<file path="src/rtl/buzzer_pkg.sv">
// Shared types and default 50 MHz timing constants for the buzzer scheduler.
package buzzer_pkg;

    typedef enum logic [1:0] {
        IDLE = 2'd0,
        ON   = 2'd1,
        OFF  = 2'd2
    } state_t;

    // Numeric order doubles as priority: a larger code preempts a smaller one.
    typedef enum logic [1:0] {
        SRC_NONE  = 2'd0,
        SRC_KEY   = 2'd1,
        SRC_TIMER = 2'd2,
        SRC_ALARM = 2'd3
    } src_t;

    localparam int DEF_BEEP_ON     = 12500000;
    localparam int DEF_BEEP_OFF    = 12500000;
    localparam int DEF_CNT_W       = 24;
    localparam int DEF_TIMER_BEEPS = 3;
    localparam int DEF_ALARM_MAX   = 120;
    localparam int DEF_BEEP_W      = 8;

endpackage

</file>
<file path="src/rtl/buzzer_scheduler_beep_phase_timer.sv">
// Loadable phase up-counter: clears to 0 on clr, otherwise counts; done once cnt >= last.
module beep_phase_timer #(
    parameter int CNT_W = 24
) (
    input  logic             clk,
    input  logic             rst,
    input  logic             clr,
    input  logic [CNT_W-1:0] last,
    output logic             done
);

    logic [CNT_W-1:0] cnt_q;
    logic [CNT_W-1:0] cnt_d;

    always_comb begin
        cnt_d = clr ? '0 : cnt_q + CNT_W'(1);
    end

    always_ff @(posedge clk or posedge rst) begin
        if (rst) begin
            cnt_q <= '0;
        end else begin
            cnt_q <= cnt_d;
        end
    end

    // >= rather than == so a stale count past the limit still terminates the phase.
    assign done = (cnt_q >= last);

endmodule

</file>
<file path="src/rtl/buzzer_scheduler.sv">
// Buzzer sequencer arbitrating alarm / timer / key beep patterns onto buzz_en.
// Optional macro BUZZER_MUTE_EN adds a mute input that silences buzz_en and drops key clicks.
module buzzer_scheduler
    import buzzer_pkg::*;
#(
    parameter int BEEP_ON     = DEF_BEEP_ON,
    parameter int BEEP_OFF    = DEF_BEEP_OFF,
    parameter int CNT_W       = DEF_CNT_W,
    parameter int TIMER_BEEPS = DEF_TIMER_BEEPS,
    parameter int ALARM_MAX   = DEF_ALARM_MAX,
    parameter int BEEP_W      = DEF_BEEP_W
) (
    input  logic       clk,
    input  logic       rst,
    // All request and ack inputs are single-cycle pulses; no handshake back.
    input  logic       req_alarm,
    input  logic       req_timer,
    input  logic       req_key,
    input  logic       ack,
`ifdef BUZZER_MUTE_EN
    input  logic       mute,
`endif
    output logic       buzz_en,
    output logic       busy,
    output logic [1:0] active_src
);

    localparam logic [CNT_W-1:0] ON_LAST  = CNT_W'(BEEP_ON - 1);
    localparam logic [CNT_W-1:0] OFF_LAST = CNT_W'(BEEP_OFF - 1);

    state_t            state_q, state_d;
    src_t              src_q, src_d;
    src_t              req_src;
    logic [BEEP_W-1:0] beep_q, beep_d;
    logic              pend_q, pend_d;
    logic              buzz_q, buzz_d;
    logic              busy_q, busy_d;
    logic              phase_clr;
    logic              phase_done;
    logic              seq_done;
    logic              req_key_eff;
    logic [CNT_W-1:0]  phase_last;

`ifdef BUZZER_MUTE_EN
    assign req_key_eff = req_key & ~mute;
    assign buzz_en     = buzz_q & ~mute;
`else
    assign req_key_eff = req_key;
    assign buzz_en     = buzz_q;
`endif

    assign busy       = busy_q;
    assign active_src = src_q;
    assign phase_last = (state_q == ON) ? ON_LAST : OFF_LAST;

    beep_phase_timer #(
        .CNT_W(CNT_W)
    ) u_phase (
        .clk (clk),
        .rst (rst),
        .clr (phase_clr),
        .last(phase_last),
        .done(phase_done)
    );

    always_comb begin
        seq_done = 1'b1;
        case (src_q)
            SRC_KEY:   seq_done = (beep_q >= BEEP_W'(1));
            SRC_TIMER: seq_done = (beep_q >= BEEP_W'(TIMER_BEEPS));
            SRC_ALARM: seq_done = (ALARM_MAX != 0) && (beep_q >= BEEP_W'(ALARM_MAX));
            default:   seq_done = 1'b1;
        endcase
    end

    always_comb begin
        state_d   = state_q;
        src_d     = src_q;
        beep_d    = beep_q;
        pend_d    = pend_q;
        phase_clr = 1'b0;
        req_src   = req_alarm   ? SRC_ALARM :
                    req_timer   ? SRC_TIMER :
                    req_key_eff ? SRC_KEY   : SRC_NONE;

        if (ack && (src_q == SRC_TIMER || src_q == SRC_ALARM)) begin
            state_d   = IDLE;
            src_d     = SRC_NONE;
            beep_d    = '0;
            pend_d    = 1'b0;
            phase_clr = 1'b1;
        end else if (state_q == IDLE) begin
            phase_clr = 1'b1;
            beep_d    = '0;
            if (req_alarm) begin
                state_d = ON;
                src_d   = SRC_ALARM;
                pend_d  = pend_q | req_timer;
            end else if (req_timer || pend_q) begin
                state_d = ON;
                src_d   = SRC_TIMER;
                pend_d  = 1'b0;
            end else if (req_key_eff) begin
                state_d = ON;
                src_d   = SRC_KEY;
            end
        end else if (req_src > src_q) begin
            state_d   = ON;
            src_d     = req_src;
            beep_d    = '0;
            phase_clr = 1'b1;
            // A timer displaced by (or arriving alongside) an alarm is replayed later.
            if (req_src == SRC_ALARM && (src_q == SRC_TIMER || req_timer)) begin
                pend_d = 1'b1;
            end
        end else begin
            if (req_timer) begin
                pend_d = 1'b1;
            end
            if (state_q == ON && phase_done) begin
                state_d   = OFF;
                beep_d    = beep_q + BEEP_W'(1);
                phase_clr = 1'b1;
            end else if (state_q == OFF && phase_done) begin
                phase_clr = 1'b1;
                if (seq_done) begin
                    state_d = IDLE;
                    src_d   = SRC_NONE;
                    beep_d  = '0;
                end else begin
                    state_d = ON;
                end
            end
        end

        buzz_d = (state_d == ON);
        busy_d = (state_d != IDLE);
    end

    always_ff @(posedge clk or posedge rst) begin
        if (rst) begin
            state_q <= IDLE;
            src_q   <= SRC_NONE;
            beep_q  <= '0;
            pend_q  <= 1'b0;
            buzz_q  <= 1'b0;
            busy_q  <= 1'b0;
        end else begin
            state_q <= state_d;
            src_q   <= src_d;
            beep_q  <= beep_d;
            pend_q  <= pend_d;
            buzz_q  <= buzz_d;
            busy_q  <= busy_d;
        end
    end

endmodule

</file>
<file path="config.mk">
export PLATFORM = sky130hd
export DESIGN_NAME = buzzer_scheduler
export DESIGN_NICKNAME = d
export VERILOG_FILES = /design/src/rtl/buzzer_pkg.sv /design/src/rtl/buzzer_scheduler_beep_phase_timer.sv /design/src/rtl/buzzer_scheduler.sv
export SDC_FILE = /design/constraint.sdc
export NUM_CORES = 1
export LEC_CHECK = 0
export CAP_MARGIN = 20
export CORE_MARGIN = 2
export CORE_UTILIZATION = 53
export DETAILED_ROUTE_END_ITERATION = 10
export GPL_ROUTABILITY_DRIVEN = 0
export GPL_TIMING_DRIVEN = 0
export PLACE_DENSITY = 0.73
export SKIP_LAST_GASP = 1
export SLEW_MARGIN = 20
export SYNTH_ARGS = -nofsm -noshare
export SYNTH_HDL_FRONTEND = slang
export SYNTH_SLANG_ARGS = --single-unit
</file>
<file path="constraint.sdc">
create_clock -name clk -period 3.8 [get_ports clk]
set_input_delay 0.95 -clock clk [delete_from_list [all_inputs] [get_ports clk]]
set_output_delay 0.95 -clock clk [all_outputs]
set_load 0.01 [all_outputs]
</file>
==> impl_metrics.toml <==
[outcome]
outcome = "complete, no violations"

[grt]
grt_max_degree = 35
grt_pass1_vias = 1736
grt_overflow = 0
antenna_found_initial = 0
track_usage = 0.198
grt_pass1_wl_um = 7730

[timing]
worstMarginPinSlew_ns = 0.659
maxSlewHeadroom = 0.558
hold_violations = 0
slew_violations = 0
post-route-period-util = 0.924
setup_viol = 0
holdWs_ns = 0.493
finalCriticalPeriod_ns = 3.51
rsz0062_at_grt = "false"
fmax_mhz = 285
fin_skew_ns = 0.00644
final.setup.worst_slack_ns = 0.288

[detailed_routing]
drcViolationCount = 0
vias = 1854
totalWireLength_um = 4500
wl_per_cell_um = 14.3
drtIter0Drc = 88
vias_per_cell = 5.89
first_pass_iters = 5
ant_nets = 0

[pwr]
power_density_mw_per_mm2 = 484
peakVddDrop_uv = 269
leakagePower_uw = 0.00100
p_total_uw = 1220

[clocking]
postCtsHoldBufs = 0
cts-resized-gates = 0
post_cts_buffers = 0
cts_tree = "built"
cts-buffers-inserted = 5
cts.htree.levels = 2
cts-root-buf = "clkbuf_8"
clock-sinks = 39
cts_buffer_depth = 2
clk_pin_slew_ns = 0.08
clkLatencyLatePin_ns = 0.29

[setup_path]
worstSetupPathType = "in2reg"
crit_fanout = 10
cpPeakStageDelay_ns = 0.52
crit_chain = "clkdlybuf4s50_1, or2_2, ha_1, nor2b_1, o21a_1, nor3_1, o21ai_1, buf_2, nor2_1"
crit_arrival_ns = 3.72
critical_path.startpoint_type = "primary input"
crit_family = "simple AND/OR/NAND/NOR gates"
worst-r2r-setup-slack_ns = 1.28
slowest_stage = "clkdlybuf4s50_1"
required_ns = 4.01
critical_path_buf_inv_count = 2
critPathCaptureType = "flop"

[synth]
synth_edf_count = 0
yosys.area_share.simple = 0.258
synth_ff_type = "dfrtp_1"
ys_seq_area_frac = 0.432
synth_compound_area_frac = 0.153
ys_seq_elements = 39
synthMuxAreaShare = 0.00664
synth_nets = 259
yosys-top-cells-area = "dfrtp_1 (43%), nor2_1 (5.1%), xnor2_1 (4.6%), xor2_1 (4.3%), nand2_1 (3.7%)"
synth_cell_type_count = 45
syn_area_mm2 = 0.00226
synth_fa_ha_area_frac = 0.0332
syn_area_per_cell_um2 = 9.15
synth_top_family_by_area = "simple AND/OR/NAND/NOR gates"
netlist.area_leader.share = 0.432
synthArstFlopShare = 1.00
synth.largest_area_cell = "dfrtp_1"
synthCells = 247
yosysWarnings = 0
synth_xor_xnor_area_share = 0.0891

[die]
fp.dieH_um = 69.3
die_w_um = 69.3
rows = 23
die_area_mm2 = 0.00480
core_area_mm2 = 0.00406
num_io_pins = 10
initial_core_util = 0.557

[finish]
fillers = 354
final_common_cell = "dfrtp_1"
layout_common_cells = "dfrtp_1 (39), nor2_1 (31), nand2_1 (22)"
nets = 276
areaGrowthSynthToFinish_pct = 11.2
final_core_util = 0.620
drive_gt1_frac = 0.0792
n_antenna_cell = 0

[place]
portBuffers = 9
place_hpwl_um = 3150
dp_slack_ns = -0.0224

[worst_hold_path]
hp-class = "reg2reg"

[job]
drv_cap = 0
==> logic make-up after synthesis <==
kind of cell    Yosys count
xor+xnor                 23
mux                       1
flops                    39
compound gates           49
fa+ha+maj                 6
simple gates            113
buf+inv                  16
==> worst reg2reg max path: stages (launching register included) <==
cell     delay [ns]
dfrtp_1        0.40
inv_1          0.11
ha_1           0.32
nor2b_1        0.14
o21a_1         0.21
nor3_1         0.52
o21ai_1        0.34
buf_2          0.28
nor2_1         0.13
==> cell type report <==
type                            count  area (um^2)  share of cell area
Inverter                            9         33.8              0.0134
Clock buffer                        7         76.3              0.0303
Tap cell                           50         62.6              0.0249
Timing Repair Buffer               10          110              0.0438
Multi-Input combinational cell    192         1220               0.486
Clock inverter                      1         5.00             0.00199
Buffer                              7         30.0              0.0119
Sequential cell                    39          976               0.388
==> final timing paths <==
kind	start	to	cells past startpoint
min in group asynchronous	rst	active_src[0]	2
worst max-delay path	req_alarm	u_phase.cnt_q[14]	9
worst max register to register	active_src[1]	u_phase.cnt_q[14]	8
max in group asynchronous	rst	u_phase.cnt_q[23]	3
worst min-delay path	u_phase.cnt_q[0]	u_phase.cnt_q[0]	1
worst min register to register	u_phase.cnt_q[0]	u_phase.cnt_q[0]	1
==> where the power goes <==
group | internal (uW) | switching, uW
combinational | 171 | 292
sequential | 453 | 32.1
clock | 129 | 140
total | 753 | 464
==> routing by layer <==
| metal | up-vias | GRT usage | share of wire | routed length [um] |
|---|---|---|---|---|
| li1 | 931 | - | - | - |
| met1 | 871 | 0.257 | 0.48 | 2140 |
| met2 | 47 | 0.325 | 0.47 | 2100 |
| met3 | 5 | 0.0465 | 0.042 | 187 |
| met4 | 0 | 0.0697 | 0.014 | 63 |
| met5 | - | 0 | 0 | 0 |
==> synth_stat cells (all sizes together) (5+ instances only) <==
library cell,n
nor2,31
nand4,8
nor3,12
o21ai,11
dfrtp,39
nand3,12
ha,6
inv,9
xnor2,12
o31ai,5
xor2,11
or4,6
a21oi,15
nand2,22
or3,5
==> state kept, by name, summed over array words and instances (netlist names) <==
register,count
state_q,2
pend_q,1
active_src,2
beep_q,8
buzz_en,1
u_phase.cnt_q,24
busy,1
==> per-stage QoR <==
stage,instances,cell area [um^2],setup TNS [ns]
3_5_place_dp,307,2430,-0.146
5_1_grt,315,2510,0
2_1_floorplan,247,2260,0
3_3_place_gp,306,2410,0
6_report,315,2510,0
4_1_cts,315,2510,0
Note: power is estimated with default switching activity, not from simulation.
